==> config.mk <==
export PLATFORM = sky130hd
export DESIGN_NAME = sonar_uc
export DESIGN_NICKNAME = d
export VERILOG_FILES = /design/src/rtl/sonar_uc.sv
export SDC_FILE = /design/constraint.sdc
export NUM_CORES = 1
export LEC_CHECK = 0
export BUFFER_PORTS_ARGS = -buffer_cell sky130_fd_sc_hd__buf_4
export CORE_MARGIN = 4
export CORE_UTILIZATION = 30
export CTS_CLUSTER_SIZE = 8
export DETAILED_ROUTE_END_ITERATION = 12
export SYNTH_ARGS = -nofsm -noshare
export SYNTH_HDL_FRONTEND = slang
export SYNTH_SLANG_ARGS = --single-unit
==> constraint.sdc <==
create_clock -name clock -period 2.4 [get_ports clock]
set_input_delay 0.48 -clock clock [delete_from_list [all_inputs] [get_ports clock]]
set_output_delay 0.48 -clock clock [all_outputs]
set_load 0.03 [all_outputs]
==> src/rtl/sonar_uc.sv <==
// sonar_uc: sequencer for sonar_fd (servo sweep, HC-SR04 measurement, 8-char serial frame).
// Define SONAR_UC_TIMEOUT_EN to compile in the echo watchdog and the FALHA state.
module sonar_uc #(
   parameter int unsigned TIMEOUT_CICLOS = 2_500_000
) (
   input  logic       clock,
   input  logic       reset,
   input  logic       ligar,
   input  logic       fim_distancia,
   input  logic       fim_transmissao,
   input  logic       fim_contador_serial,
   input  logic       fim_contador_intervalo,
   output logic       zera,
   output logic       zera_pwm,
   output logic       reset_updown,
   output logic       conta_intervalo,
   output logic       medir,
   output logic       transmitir,
   output logic       conta_serial,
   output logic       conta_updown,
   output logic       pronto,
   output logic       erro,
   output logic [3:0] db_estado
);

   typedef enum logic [3:0] {
      INICIAL        = 4'h0,
      PREPARACAO     = 4'h1,
      ESPERA         = 4'h2,
      MEDIR          = 4'h3,
      AGUARDA_MEDIDA = 4'h4,
      TRANSMITE      = 4'h5,
      AGUARDA_TX     = 4'h6,
      PROX_CARACTERE = 4'h7,
      MOVE           = 4'h8,
      FALHA          = 4'hE
   } estado_t;

   estado_t estado;
   estado_t estado_prox;
   logic    timeout_c;

`ifdef SONAR_UC_TIMEOUT_EN
   localparam int unsigned CNT_W = $clog2(TIMEOUT_CICLOS + 1);
   localparam logic [CNT_W-1:0] CNT_MAX = CNT_W'(TIMEOUT_CICLOS);
   localparam logic [CNT_W-1:0] CNT_LIM = CNT_W'(TIMEOUT_CICLOS - 1);

   logic [CNT_W-1:0] cnt_timeout;

   // Watchdog: cleared when a measurement starts, saturating count while waiting for the echo
   always_ff @(posedge clock or negedge reset) begin
      if (!reset) begin
         cnt_timeout <= '0;
      end else if (estado == MEDIR) begin
         cnt_timeout <= '0;
      end else if ((estado == AGUARDA_MEDIDA) && (cnt_timeout != CNT_MAX)) begin
         cnt_timeout <= cnt_timeout + CNT_W'(1);
      end
   end

   assign timeout_c = (estado == AGUARDA_MEDIDA) && (cnt_timeout == CNT_LIM);
`else
   assign timeout_c = 1'b0;
`endif

   // Next-state logic; unused codes fall back to INICIAL
   always_comb begin
      estado_prox = INICIAL;
      case (estado)
         INICIAL:        estado_prox = ligar ? PREPARACAO : INICIAL;
         PREPARACAO:     estado_prox = ESPERA;
         ESPERA: begin
            if (!ligar)                      estado_prox = INICIAL;
            else if (fim_contador_intervalo) estado_prox = MEDIR;
            else                             estado_prox = ESPERA;
         end
         MEDIR:          estado_prox = AGUARDA_MEDIDA;
         AGUARDA_MEDIDA: begin
            if (fim_distancia)  estado_prox = TRANSMITE;
            else if (timeout_c) estado_prox = FALHA;
            else                estado_prox = AGUARDA_MEDIDA;
         end
         TRANSMITE:      estado_prox = AGUARDA_TX;
         AGUARDA_TX:     estado_prox = fim_transmissao ? PROX_CARACTERE : AGUARDA_TX;
         PROX_CARACTERE: estado_prox = fim_contador_serial ? MOVE : TRANSMITE;
         MOVE:           estado_prox = ESPERA;
`ifdef SONAR_UC_TIMEOUT_EN
         FALHA:          estado_prox = MOVE;
`endif
         default:        estado_prox = INICIAL;
      endcase
   end

   // State register; outputs are decoded from the next state so they register alongside it
   always_ff @(posedge clock or negedge reset) begin
      if (!reset) begin
         estado          <= INICIAL;
         zera            <= 1'b0;
         zera_pwm        <= 1'b0;
         reset_updown    <= 1'b0;
         conta_intervalo <= 1'b0;
         medir           <= 1'b0;
         transmitir      <= 1'b0;
         conta_serial    <= 1'b0;
         conta_updown    <= 1'b0;
         pronto          <= 1'b0;
      end else begin
         estado          <= estado_prox;
         zera            <= (estado_prox == PREPARACAO);
         zera_pwm        <= (estado_prox == PREPARACAO);
         reset_updown    <= (estado_prox == PREPARACAO);
         conta_intervalo <= (estado_prox == ESPERA);
         medir           <= (estado_prox == MEDIR);
         transmitir      <= (estado_prox == TRANSMITE);
         conta_serial    <= (estado_prox == PROX_CARACTERE);
         conta_updown    <= (estado_prox == MOVE);
         pronto          <= (estado_prox == MOVE);
      end
   end

`ifdef SONAR_UC_TIMEOUT_EN
   // Sticky timeout flag, cleared only when a new sweep is prepared
   always_ff @(posedge clock or negedge reset) begin
      if (!reset) begin
         erro <= 1'b0;
      end else if (estado_prox == FALHA) begin
         erro <= 1'b1;
      end else if (estado_prox == PREPARACAO) begin
         erro <= 1'b0;
      end
   end
`else
   assign erro = 1'b0;
`endif

   assign db_estado = estado;

endmodule

==> flow_summary.json, run 1 <==
{
  "cp.required_ns": 2.58,
  "drtIter0Drc": 5,
  "drt-pass1-iter-count": 2,
  "synth-compound-area-share_pct": 7.56,
  "numCtsBuffers": 3,
  "synth_fp_nets": 53,
  "final_antenna_net_count": 0,
  "rows": 14,
  "p_leak_nw": 0.322,
  "critPathKind": "reg2reg",
  "start_kind": "flip-flop",
  "critPathLaunch": "db_estado[1]$_DFF_PN0_",
  "clock_skew_ns": 0.0151,
  "cts_max_level": 1,
  "start_util_pct": 32.9,
  "worstSetupEndpointType": "flip-flop",
  "cts_setup_buffers": 0,
  "hpwl_um": 767,
  "die_h_um": 49.4,
  "powerDensity_nw_per_um2": 1260,
  "synth_ff_type": "dfrtp_1",
  "synth_cell_type_count": 24,
  "cp_data_arrival_time_ns": 1.79,
  "ios": 21,
  "cts_root_buffer": "clkbuf_4",
  "ctsResizeCount": 0,
  "fin_crit_ns": 1.60,
  "vias": 391,
  "synth.area.mux_share_pct": 1.95,
  "clock_latency_ns": 0.27,
  "num_antenna_cells": 0,
  "path_clk_slew_ns": 0.08,
  "grt.overflow.total": 0,
  "setup_tns_ns": 0,
  "total_power_mw": 0.828,
  "max_freq_mhz": 625,
  "nets": 70,
  "gp_congestion": 0.718,
  "r2r-end": "conta_intervalo$_DFF_PN0_",
  "outcome": "finished, final reports clean",
  "dieArea_um2": 2440,
  "irDropWorstVdd_v": 0.000421,
  "setup_viol": 0,
  "area_growth_pct": 27.8,
  "rrSetupSlack_ns": 0.80,
  "async_flop_share_pct": 100,
  "vias_per_cell": 5.01,
  "hold_viol": 0,
  "grt_max_degree": 14,
  "portBuffers": 19,
  "synth_xor_area_share_pct": 0,
  "grt_pass1_vias": 393,
  "route.detailed.drc": 0,
  "placed_area_um2": 619,
  "drive_gt1_share_pct": 50.0,
  "synth_adder_area_share_pct": 0,
  "post-route-cell-area_um2": 656,
  "grt_usage_pct": 10.2,
  "cts_sinks": 10,
  "period_share_pct": 66.7,
  "synth_seq_area_share_pct": 48.8,
  "synth-edff-count": 0,
  "hold_ws_ns": 0.0189,
  "antenna_found_initial": 0,
  "cp_max_fo": 10,
  "hold_buffers": 0,
  "die_w_um": 49.4,
  "clockBufferDepth": 2,
  "seq_area_um2": 250,
  "fill_cells": 161,
  "hold_path_class": "in2async",
  "rsz0062_at_grt": "false",
  "reg2reg_from": "db_estado[1]$_DFF_PN0_",
  "multi_input_area_um2": 203,
  "maxCapViolCount": 0,
  "wl_per_cell_um": 13.1,
  "utilization_pct": 42.1,
  "synth-simple-area-share_pct": 29.3,
  "slowest_stage": "dfrtp_1",
  "crit_path_max_incr_delay_ns": 0.51,
  "routed_wl_mm": 1.02,
  "core_area_um2": 1560,
  "ys_ff_latch": 10,
  "r2r_cells": 4,
  "grt_pass1_wl_mm": 1.87,
  "postSynthAreaPerCell_um2": 11.2,
  "ys_warn_count": 0,
  "syn_inst": 46,
  "slew_viol_final": 0,
  "synth_top_family_by_area": "simple AND/OR/NAND/NOR gates",
  "synth_area_um2": 513,
  "cts_tree": "done",
  "path_cells": "mux2i_1, nor4b_1, or3_4, nor4b_2"
}
-- area by class of cell --
cell class	count	share of cell area (%)
Tap cell	16	3.05
Inverter	1	0.573
Multi-Input combinational cell	28	30.9
Clock buffer	4	5.53
Timing Repair Buffer	19	21.8
Sequential cell	10	38.2
-- through the flow --
stage                     std cells  setup WS [ns]
after global routing             78          0.689
after CTS                        78          0.798
final                            78          0.799
after detailed placement         74          0.782
after global placement           74          0.811
after floorplan                  46          0.778
-- report_power, final --
group	internal (mW)	leakage (nW)	switching, mW
registers	0.216	0.132	0.0717
clock network	0.0920	0.0210	0.0609
logic	0.168	0.169	0.220
total	0.476	0.322	0.353
-- per-layer routing --
| layer | vias up | GRT usage, % | wire length (um) |
|---|---|---|---|
| met4 | 0 | 8.53 | 24 |
| met2 | 15 | 13.8 | 467 |
| met1 | 183 | 12.4 | 455 |
| li1 | 189 | - | - |
| met3 | 4 | 4.28 | 74 |
| met5 | - | 0 | 0 |
-- synthesized netlist by cell type (all sizes together), types with 2 or more instances --
master  count  area (um^2)
nor4b       2         23.8
nor2        2         7.51
and2b       2         17.5
buf         7         56.3
nor3        6         35.0
o21ai       2         10.0
dfrtp      10          250
a21oi       2         10.0
-- cells by family after synthesis --
group,after synthesis
and+or+nand+nor,20
DFF,10
buffers and inverters,8
AOI/OAI and AO/OA,6
muxes,1
other,1
-- worst max-delay path, delay by kind of cell, from the launching register on --
| kind | cells | cell delay (ns) |
|---|---|---|
| multiplexers | 1 | 0.26 |
| flip-flops | 1 | 0.51 |
| AND/OR/NAND/NOR | 3 | 0.75 |
-- cells in the final DEF (no fill, tap or decap) --
cell type / netlist / routed
nor4b_1: 1 / 1
conb_1: 1 / 1
o21ai_0: 2 / 2
inv_1: 1 / 1
nor3_1: 5 / 5
mux2i_1: 1 / 1
a211oi_1: 1 / 1
or2_2: 1 / 1
buf_4: 6 / 19
o2111a_1: 1 / 1
nor2_1: 2 / 2
nor3_2: 1 / 1
clkbuf_8: 0 / 1
nor2b_2: 1 / 1
dfrtp_1: 10 / 10
or4b_1: 1 / 1
nor4b_2: 1 / 1
a21oi_1: 2 / 2
and2b_2: 2 / 2
clkbuf_4: 0 / 3
or3b_4: 1 / 1
nand3_1: 1 / 1
nand2_1: 1 / 1
and4b_1: 1 / 1
or3_4: 1 / 1
-- state kept, by name (all words and copies together), names as in the netlist --
register,flops
db_estado,4
pronto,1
conta_serial,1
conta_intervalo,1
medir,1
transmitir,1
reset_updown,1
-- how the worst max path moves through the flow --
stage	depth (start not counted)	slack [ns]	to
floorplan	5	0.78	conta_intervalo$_DFF_PN0_
global placement	5	0.81	conta_intervalo$_DFF_PN0_
detailed placement	5	0.78	conta_intervalo$_DFF_PN0_
CTS	4	0.80	conta_intervalo$_DFF_PN0_
global route	4	0.69	conta_intervalo$_DFF_PN0_
finish	4	0.80	conta_intervalo$_DFF_PN0_
Power figures use the tool's default switching activity.
==> run 2: changes to the inputs <==
--- a/config.mk
+++ b/config.mk
@@ -5,6 +5,7 @@
 export SDC_FILE = /design/constraint.sdc
 export NUM_CORES = 1
 export LEC_CHECK = 0
+export ABC_AREA = 1
 export BUFFER_PORTS_ARGS = -buffer_cell sky130_fd_sc_hd__buf_4
 export CORE_MARGIN = 4
 export CORE_UTILIZATION = 30
==> constraint.sdc (replaced) <==
create_clock -name clock -period 1.52 [get_ports clock]
set_input_delay 0.304 -clock clock [delete_from_list [all_inputs] [get_ports clock]]
set_output_delay 0.304 -clock clock [all_outputs]
set_load 0.03 [all_outputs]
==> flow_summary.json, run 2 <==
{
  "period_share_pct": 81.6,
  "gp_congestion": 0.764,
  "path_buf_inv": 1,
  "postSynthAreaPerCell_um2": 8.51,
  "critPathKind": "reg2out",
  "cts_tree": "done",
  "ys_ff_latch": 10,
  "outcome": "finished, final reports clean",
  "synth_area_um2": 510,
  "vias_per_cell": 4.53,
  "die_h_um": 49.3,
  "synth_fp_nets": 67,
  "ios": 21,
  "r2r-end": "conta_intervalo$_DFF_PN0_",
  "min_delay_path_depth": 3,
  "antenna_found_initial": 0,
  "multi_input_area_um2": 189,
  "synth_ff_type": "dfrtp_1",
  "rrSetupSlack_ns": 0.31,
  "cp.required_ns": 1.22,
  "setup_tns_ns": 0,
  "cts_sinks": 10,
  "clock_latency_ns": 0.26,
  "start_util_pct": 32.7,
  "drive_gt1_share_pct": 41.8,
  "path_cells": "buf_4",
  "hold_end": "medir$_DFF_PN0_",
  "routed_wl_um": 991,
  "grt_usage_pct": 9.24,
  "cts_max_level": 1,
  "max_freq_mhz": 806,
  "hold_path_class": "in2reg",
  "grt_max_degree": 11,
  "final_antenna_net_count": 0,
  "async_flop_share_pct": 100,
  "yosysTopAreaCell": "dfrtp_1",
  "post_synth_main_area_contributors": "dfrtp_1, nand2_1, nand3_1",
  "crit_family": "flip-flops",
  "ys_top_cells_by_count": "dfrtp_1, nand2_1, nor2_1, inv_1, nand3_1",
  "ys_warn_count": 0,
  "grt_pass1_wl_mm": 1.71,
  "path_clk_slew_ns": 0.06,
  "p_leak_nw": 0.385,
  "synth_cell_type_count": 16,
  "maxCapViolCount": 0,
  "hp-start": "fim_contador_intervalo",
  "worstSetupEndpointType": "output port",
  "cp_max_fo": 4,
  "hold_buffers": 1,
  "r2r_cells": 7,
  "core_area_um2": 1560,
  "drtIter0Drc": 7,
  "slowest_stage": "dfrtp_1",
  "irDropWorstVdd_v": 0.000791,
  "crit_path_max_incr_delay_ns": 0.47,
  "rsz0062_at_grt": "false",
  "reg2reg_from": "db_estado[1]$_DFF_PN0_",
  "rows": 14,
  "nets": 88,
  "fill_cells": 157,
  "clock_skew_ns": 0.00612,
  "clockBufferDepth": 2,
  "synth_seq_area_share_pct": 49.0,
  "seq_area_um2": 250,
  "wl_per_cell_um": 10.4,
  "largest_reg_flops": 4,
  "portBuffers": 19,
  "start_kind": "flip-flop",
  "cts_root_buffer": "clkbuf_4",
  "grt.overflow.total": 0,
  "ctsResizeCount": 0,
  "synth_top_area_share_pct": 49.0,
  "grt_pass1_vias": 412,
  "area_growth_pct": 32.4,
  "hold_viol": 0,
  "route.detailed.drc": 0,
  "cts_setup_buffers": 0,
  "numCtsBuffers": 3,
  "drt-pass1-iter-count": 4,
  "syn_inst": 60,
  "dieArea_um2": 2430,
  "cp_data_arrival_time_ns": 0.94,
  "hpwl_um": 824,
  "vias": 430,
  "slew_viol_final": 0,
  "powerDensity_nw_per_um2": 1980,
  "setup_viol": 0,
  "synth-edff-count": 0,
  "die_w_um": 49.3,
  "mostFrequentLayoutCell": "buf_4",
  "final_cell_mix": "buf_4, nand2_1, dfrtp_1",
  "fin_crit_ns": 1.24,
  "num_antenna_cells": 0,
  "utilization_pct": 43.3
}
[run 2: area by class of cell]
cell class	instances	area share, %
clock buffers	3	3.33
inverters	11	6.11
multi-input cells	35	28.0
flip-flops and latches	10	37.0
well taps	16	2.96
repair buffers	20	22.6
[run 2: metrics by stage]
stage	setup WS [ns]	cell area [um^2]	instances	total power [mW]	hold slack, ns
2_1_floorplan	0.286	510	60	0.971	0.00841
6_report	0.280	676	95	1.34	0.289
5_1_grt	0.162	676	95	1.44	0.298
3_5_place_dp	0.327	643	91	1.18	0.139
3_3_place_gp	0.314	643	91	1.18	0.140
4_1_cts	0.261	676	95	1.36	0.279
[run 2: worst max path at each step]
stage / start / to / cells after the start
finish: db_estado[3]$_DFF_PN0_ / db_estado[3] / 1
CTS: db_estado[3]$_DFF_PN0_ / db_estado[3] / 1
floorplan: db_estado[0]$_DFF_PN0_ / transmitir$_DFF_PN0_ / 6
detailed placement: db_estado[1]$_DFF_PN0_ / conta_intervalo$_DFF_PN0_ / 7
global route: db_estado[1]$_DFF_PN0_ / conta_intervalo$_DFF_PN0_ / 7
global placement: db_estado[1]$_DFF_PN0_ / conta_intervalo$_DFF_PN0_ / 7
[run 2: report_power, final]
group	internal, mW	switching (mW)	total [mW]
Combinational	0.259	0.488	0.747
Clock	0.0908	0.0789	0.170
Sequential	0.343	0.0790	0.422
Total	0.693	0.646	1.34
[run 2: per-layer routing]
metal	part of all wire (%)	vias up	track usage [%]
met5	0	-	0
met4	0	0	1.42
met3	11	0	5.81
met2	46	23	14.5
met1	43	187	10.7
li1	-	220	-
[run 2: cell families (layout without fill, tap and decap cells)]
| logic type | count (synthesis) | after routing | share of synthesized area (%) |
|---|---|---|---|
| compound gates | 2 | 2 | 4.17 |
| buf+inv | 15 | 34 | 14.0 |
| simple gates | 32 | 32 | 32.1 |
| other cells | 1 | 1 | 0.735 |
| flops | 10 | 10 | 49.0 |
